`config.mk`:
```
export PLATFORM = sky130hd
export DESIGN_NAME = asrv32_writeback_unit
export DESIGN_NICKNAME = d
export VERILOG_FILES = /design/src/rtl/asrv32_pkg.sv /design/src/rtl/asrv32_load_extend.sv /design/src/rtl/asrv32_writeback_unit.sv
export SDC_FILE = /design/constraint.sdc
export NUM_CORES = 1
export LEC_CHECK = 0
export CAP_MARGIN = 20
export CORE_MARGIN = 1.5
export CORE_UTILIZATION = 43
export CTS_CLUSTER_DIAMETER = 50
export DETAILED_ROUTE_END_ITERATION = 10
export GPL_ROUTABILITY_DRIVEN = 0
export MAX_ROUTING_LAYER = met4
export PLACE_DENSITY_LB_ADDON = 0.2
export SYNTH_ARGS = -nofsm -noshare
export SYNTH_HDL_FRONTEND = slang
export SYNTH_HIERARCHICAL = 1
export SYNTH_SLANG_ARGS = --single-unit
```
`constraint.sdc`:
```
create_clock -name i_clk -period 5.2 [get_ports i_clk]
set_input_delay 0.52 -clock i_clk [delete_from_list [all_inputs] [get_ports i_clk]]
set_output_delay 0.52 -clock i_clk [all_outputs]
set_load 0.02 [all_outputs]
```
`src/rtl/asrv32_pkg.sv`:
```
// Shared definitions for the ASRV32 writeback stage: one-hot opcode indices,
// load funct3 encodings and the writeback FSM state type.
package asrv32_pkg;

  localparam int unsigned OPCODE_WIDTH = 11;

  localparam int unsigned OP_RTYPE  = 0;
  localparam int unsigned OP_ITYPE  = 1;
  localparam int unsigned OP_LOAD   = 2;
  localparam int unsigned OP_STORE  = 3;
  localparam int unsigned OP_BRANCH = 4;
  localparam int unsigned OP_JAL    = 5;
  localparam int unsigned OP_JALR   = 6;
  localparam int unsigned OP_LUI    = 7;
  localparam int unsigned OP_AUIPC  = 8;
  localparam int unsigned OP_SYSTEM = 9;
  localparam int unsigned OP_FENCE  = 10;

  localparam logic [2:0] F3_LB  = 3'd0;
  localparam logic [2:0] F3_LH  = 3'd1;
  localparam logic [2:0] F3_LW  = 3'd2;
  localparam logic [2:0] F3_LD  = 3'd3;
  localparam logic [2:0] F3_LBU = 3'd4;
  localparam logic [2:0] F3_LHU = 3'd5;
  localparam logic [2:0] F3_LWU = 3'd6;

  typedef enum logic {
    IDLE     = 1'b0,
    WAIT_MEM = 1'b1
  } wb_state_e;

endpackage

```
`src/rtl/asrv32_load_extend.sv`:
```
// Load data alignment and sign/zero extension, selected by funct3 and the
// byte offset of the load address.
module asrv32_load_extend
  import asrv32_pkg::*;
#(
  parameter int unsigned XLEN = 32
) (
  input  logic [2:0]      funct3_i,
  input  logic [2:0]      addr_lsb_i,
  input  logic [XLEN-1:0] rdata_i,
  output logic [XLEN-1:0] ext_o
);

  localparam logic [2:0] OFF_MASK = (XLEN == 64) ? 3'b111 : 3'b011;

  logic [2:0]  off;
  logic [5:0]  b_sh;
  logic [5:0]  h_sh;
  logic [5:0]  w_sh;
  logic [7:0]  b_data;
  logic [15:0] h_data;
  logic [31:0] w_data;

  // Offset bits beyond the datapath width are ignored
  assign off    = addr_lsb_i & OFF_MASK;
  assign b_sh   = {off, 3'b000};
  assign h_sh   = {off[2:1], 4'b0000};
  assign w_sh   = {off[2], 5'b00000};
  assign b_data = 8'(rdata_i >> b_sh);
  assign h_data = 16'(rdata_i >> h_sh);
  assign w_data = 32'(rdata_i >> w_sh);

  always_comb begin
    ext_o = rdata_i;
    case (funct3_i)
      F3_LB:   ext_o = XLEN'($signed(b_data));
      F3_LBU:  ext_o = XLEN'(b_data);
      F3_LH:   ext_o = XLEN'($signed(h_data));
      F3_LHU:  ext_o = XLEN'(h_data);
      F3_LW:   ext_o = XLEN'($signed(w_data));
      F3_LWU:  ext_o = (XLEN == 64) ? XLEN'(w_data) : rdata_i;
      default: ext_o = rdata_i;
    endcase
  end

endmodule

```
`src/rtl/asrv32_writeback_unit.sv`:
```
// ASRV32 writeback stage: commits rd and next PC, waits for load data,
// flags misaligned control-flow targets and counts retired instructions.
module asrv32_writeback_unit
  import asrv32_pkg::*;
#(
  parameter int unsigned XLEN     = 32,
  parameter logic [XLEN-1:0] PC_RESET = '0
) (
  input  logic                    i_clk,
  input  logic                    i_rst,
  input  logic                    i_valid,
  output logic                    o_ready,
  input  logic [OPCODE_WIDTH-1:0] i_opcode,
  input  logic [2:0]              i_funct3,
  input  logic [XLEN-1:0]         i_alu_result,
  input  logic [XLEN-1:0]         i_imm,
  input  logic [XLEN-1:0]         i_rs1_data,
  input  logic [2:0]              i_addr_lsb,
  input  logic                    i_mem_ack,
  input  logic [XLEN-1:0]         i_mem_rdata,
  input  logic [XLEN-1:0]         i_csr_rdata,
  input  logic                    i_go_to_trap,
  input  logic                    i_return_from_trap,
  input  logic [XLEN-1:0]         i_trap_address,
  input  logic [XLEN-1:0]         i_return_address,
  output logic [XLEN-1:0]         o_rd,
  output logic                    o_wr_rd_en,
  output logic [XLEN-1:0]         o_pc,
  output logic                    o_commit,
  output logic                    o_misaligned,
  output logic [XLEN-1:0]         o_bad_addr,
  output logic [63:0]             o_instret
);

  wb_state_e       state_q, state_d;
  logic [2:0]      funct3_q, funct3_d;
  logic [2:0]      lsb_q, lsb_d;
  logic [XLEN-1:0] rd_q, rd_d;
  logic            wr_q, wr_d;
  logic [XLEN-1:0] pc_q, pc_d;
  logic            commit_q, commit_d;
  logic            mis_q, mis_d;
  logic [XLEN-1:0] bad_q, bad_d;
  logic [63:0]     instret_q;

  logic [XLEN-1:0] add_a;
  logic [XLEN-1:0] sum;
  logic [XLEN-1:0] pc_plus4;
  logic [XLEN-1:0] load_ext;
  logic [XLEN-1:0] target;
  logic            is_ctrl;

  // Single adder shared by AUIPC/JAL/BRANCH (pc + imm) and JALR (rs1 + imm)
  assign add_a    = i_opcode[OP_JALR] ? i_rs1_data : pc_q;
  assign sum      = add_a + i_imm;
  assign pc_plus4 = pc_q + XLEN'(4);

  asrv32_load_extend #(.XLEN(XLEN)) u_load_extend (
    .funct3_i   (funct3_q),
    .addr_lsb_i (lsb_q),
    .rdata_i    (i_mem_rdata),
    .ext_o      (load_ext)
  );

  always_ff @(posedge i_clk or posedge i_rst) begin
    if (i_rst) begin
      state_q   <= IDLE;
      funct3_q  <= 3'd0;
      lsb_q     <= 3'd0;
      rd_q      <= '0;
      wr_q      <= 1'b0;
      pc_q      <= PC_RESET;
      commit_q  <= 1'b0;
      mis_q     <= 1'b0;
      bad_q     <= '0;
      instret_q <= 64'd0;
    end else begin
      state_q   <= state_d;
      funct3_q  <= funct3_d;
      lsb_q     <= lsb_d;
      rd_q      <= rd_d;
      wr_q      <= wr_d;
      pc_q      <= pc_d;
      commit_q  <= commit_d;
      mis_q     <= mis_d;
      bad_q     <= bad_d;
      instret_q <= instret_q + 64'(commit_d);
    end
  end

  always_comb begin
    state_d  = state_q;
    funct3_d = funct3_q;
    lsb_d    = lsb_q;
    rd_d     = rd_q;
    wr_d     = 1'b0;
    pc_d     = pc_q;
    commit_d = 1'b0;
    mis_d    = 1'b0;
    bad_d    = bad_q;
    target   = pc_plus4;
    is_ctrl  = 1'b0;

    case (state_q)
      IDLE: begin
        if (i_valid) begin
          if (i_go_to_trap) begin
            pc_d = i_trap_address;
          end else if (i_return_from_trap) begin
            pc_d = i_return_address;
          end else if (i_opcode[OP_LOAD]) begin
            state_d  = WAIT_MEM;
            funct3_d = i_funct3;
            lsb_d    = i_addr_lsb;
          end else begin
            wr_d = 1'b1;
            if (i_opcode[OP_RTYPE] || i_opcode[OP_ITYPE]) begin
              rd_d = i_alu_result;
            end else if (i_opcode[OP_LUI]) begin
              rd_d = i_imm;
            end else if (i_opcode[OP_AUIPC]) begin
              rd_d = sum;
            end else if (i_opcode[OP_SYSTEM]) begin
              rd_d = i_csr_rdata;
              wr_d = (i_funct3 != 3'd0);
            end else if (i_opcode[OP_JAL]) begin
              rd_d    = pc_plus4;
              target  = sum;
              is_ctrl = 1'b1;
            end else if (i_opcode[OP_JALR]) begin
              rd_d    = pc_plus4;
              target  = {sum[XLEN-1:1], 1'b0};
              is_ctrl = 1'b1;
            end else if (i_opcode[OP_BRANCH]) begin
              wr_d = 1'b0;
              if (i_alu_result[0]) begin
                target  = sum;
                is_ctrl = 1'b1;
              end
            end else begin
              wr_d = 1'b0;
            end

            // A misaligned target retires nothing and leaves rd/pc intact
            if (is_ctrl && (target[1:0] != 2'b00)) begin
              mis_d = 1'b1;
              bad_d = target;
              wr_d  = 1'b0;
              rd_d  = rd_q;
            end else begin
              pc_d     = target;
              commit_d = 1'b1;
            end
          end
        end
      end

      WAIT_MEM: begin
        if (i_go_to_trap) begin
          pc_d    = i_trap_address;
          state_d = IDLE;
        end else if (i_mem_ack) begin
          rd_d     = load_ext;
          wr_d     = 1'b1;
          pc_d     = pc_plus4;
          commit_d = 1'b1;
          state_d  = IDLE;
        end
      end

      default: state_d = IDLE;
    endcase
  end

  assign o_ready      = (state_q == IDLE);
  assign o_rd         = rd_q;
  assign o_wr_rd_en   = wr_q;
  assign o_pc         = pc_q;
  assign o_commit     = commit_q;
  assign o_misaligned = mis_q;
  assign o_bad_addr   = bad_q;
  assign o_instret    = instret_q;

endmodule

```
==> results.toml <==
[global_route]
grt_max_degree = 103
grt_antenna_before_repair = 6
vias_in_the_first_global_route = 13500
first_pass_grt_wire_length_mm = 82.2
globalRouteTotalUtil_pct = 36.6
global_route.overflow_total = 0

[sta]
worst-slew-pin-transition_ns = 1.19
timing.final.crit_period_ns = 4.64
min_period_over_period_pct = 89.2
rsz0062_at_grt = "no"
sum_of_negative_setup_slack_ns = 0
achievable-frequency_mhz = 215
postLayoutSetupSlackWorst_ns = 0.559
timing.final.setup_violations = 0
slew-limit-headroom_pct = 20.2
clock-skew-final_ns = 0.0192
finalMaxSlewViolations = 0
hold_violations = 0
whs_ns = 0.486

[drt]
first_iter_violations = 1528
drt_wl_total_mm = 55.5
drt-wirelength-per-cell_um = 24.1
viasPerCell = 6.13
ant_nets = 0
drt_drc_violations_left = 0
via_count = 14100
first_pass_iters = 8

[critical_path]
timing.reg2reg.setup_slack_ns = 0.60
arrival_ns = 4.99
crit_path_start_kind = "input port"
path_class = "in -> reg"
cp_slowest_cell = "sky130_fd_sc_hd__fa_1"
critPathMaxStageDelay_ns = 0.51
cp-end-kind = "register"
timing.critical_path.cells = "clkdlybuf4s50_1, mux2_2, ha_1, inv_1, fa_1, nand2_1, a21oi_1, nor2_1, a21oi_1, ha_1, and3_1, nand3_1, nor2_1, nand2_1, nor2_2, nand2_1, nor2_1, xor2_1"
critical_path_peak_fanout = 7
required_ns = 5.55

[placement]
portBuffers = 407
setup_slack_after_placement_ns = 0.162
post-place-cells = 2259
dp_hpwl_mm = 42.5

[synthesis]
synthesis.nets = 1807
synthesis.area_per_instance_um2 = 8.31
synthesis.area_um2 = 12700
synth_cells = 1525
yosysWarnings = 6

[final_layout]
syn2layout_area_growth_pct = 39.7
final_instance_count_without_filler_cells = 2298
final_layout_size_suffix_gt1_share_pct = 8.23
finalNetCount = 2176

[pwr]
finalPower_mw = 5.07
power_density_over_the_cells_nw_per_um2 = 286
ir_drop_uv = 237
leakagePower_nw = 7.33

[job]
drv.max_cap_violation_count = 0

[die]
core_region_area_um2 = 28900
design.die.area_um2 = 30500
core.rowCount = 62
die_w_um = 175
initial_core_util_pct = 43.9
num_io_pins = 411
floorplan.die.height_um = 175

[cts]
cts_setup_buffers = 0
clk_latency_ns = 0.44
postCtsResizedCells = 0
cts_tree = "yes"
cts.clk_slew.worst_paths_ns = 0.08
tritoncts_num_sinks = 169
cts.root.buffer_cell = "sky130_fd_sc_hd__clkbuf_16"
ctsLongestPathBuffers = 2
ctsHoldBuffers = 0
h-tree-depth = 4
cts_buffers = 17

[outcome]
status = "finished clean"

[worst_hold_path]
hold_class = "reg -> reg"
## report_power, final
group / switching (mW) / internal (mW) / leakage, nW
clock: 0.675 / 0.651 / 0.291
sequential: 0.195 / 1.46 / 2.19
combinational: 1.19 / 0.903 / 4.84
total: 2.06 / 3.01 / 7.33
## placed cells by master, fill, tap and decap left out, drive strengths merged, types with 9 or more instances in the layout
cell type	count
a211oi	31
nand3	51
inv	31
nand2b	9
nor2	120
mux2	57
xor2	48
xnor2	72
or3	17
dfrtp	169
ha	34
o211ai	40
a22oi	10
o21ai	142
buf	35
clkbuf	17
nand4	28
a21o	21
nor3	19
nand2	224
nor2b	16
and3	33
o221ai	22
clkdlybuf4s50	405
a21oi	110
mux2i	28
a31oi	14
## layer usage
metal	global-route usage (%)	up-vias	wire, µm
li1	-	6269	-
met1	47.0	6727	22000
met2	57.2	938	25700
met3	5.18	154	5380
met4	17.2	0	2360
met5	-	-	0
## path summary, 6_finish.rpt
path,from,end,depth (start not counted)
max,i_rs1_data[0],o_instret[63],18
min,o_bad_addr[17],o_bad_addr[17],2
max reg2reg,o_pc[0],o_instret[63],17
min reg2reg,o_bad_addr[17],o_bad_addr[17],2
max in group asynchronous,i_rst,o_instret[43],3
min in group asynchronous,i_rst,o_instret[34],2
## critical path: cells and delay by family
kind / cells / cell delay [ns]
AOI/OAI and AO/OA: 2 / 0.66
muxes: 1 / 0.15
buffers and inverters: 2 / 0.53
xor gates and xnor gates: 1 / 0.17
adders and majority gates: 3 / 0.95
and+or+nand+nor: 9 / 1.98
## state kept, by name, indices dropped and copies added (netlist names), 2 cells and up
| name | flops |
|---|---|
| funct3_q | 3 |
| o_pc | 32 |
| lsb_q | 2 |
| o_rd | 32 |
| o_instret | 64 |
| o_bad_addr | 32 |
## stage by stage
step           instance area (µm²)  util [%]
3_5_place_dp                 17100      59.2
2_1_floorplan                12700         -
4_1_cts                      17700      61.3
3_3_place_gp                 17100      59.2
5_1_grt                      17700      61.4
6_report                     17700      61.4
## cell type report
cell class                      count  area [µm²]
Antenna cell                        7        17.5
Clock buffer                       17         425
Multi-Input combinational cell   1241        7970
Sequential cell                   169        4230
Tap cell                          384         480
Inverter                           25        98.8
Timing Repair Buffer              440        4310
Fill cell                        2546       11100
Clock inverter                     15         179
(Power assumes the default switching activity.)
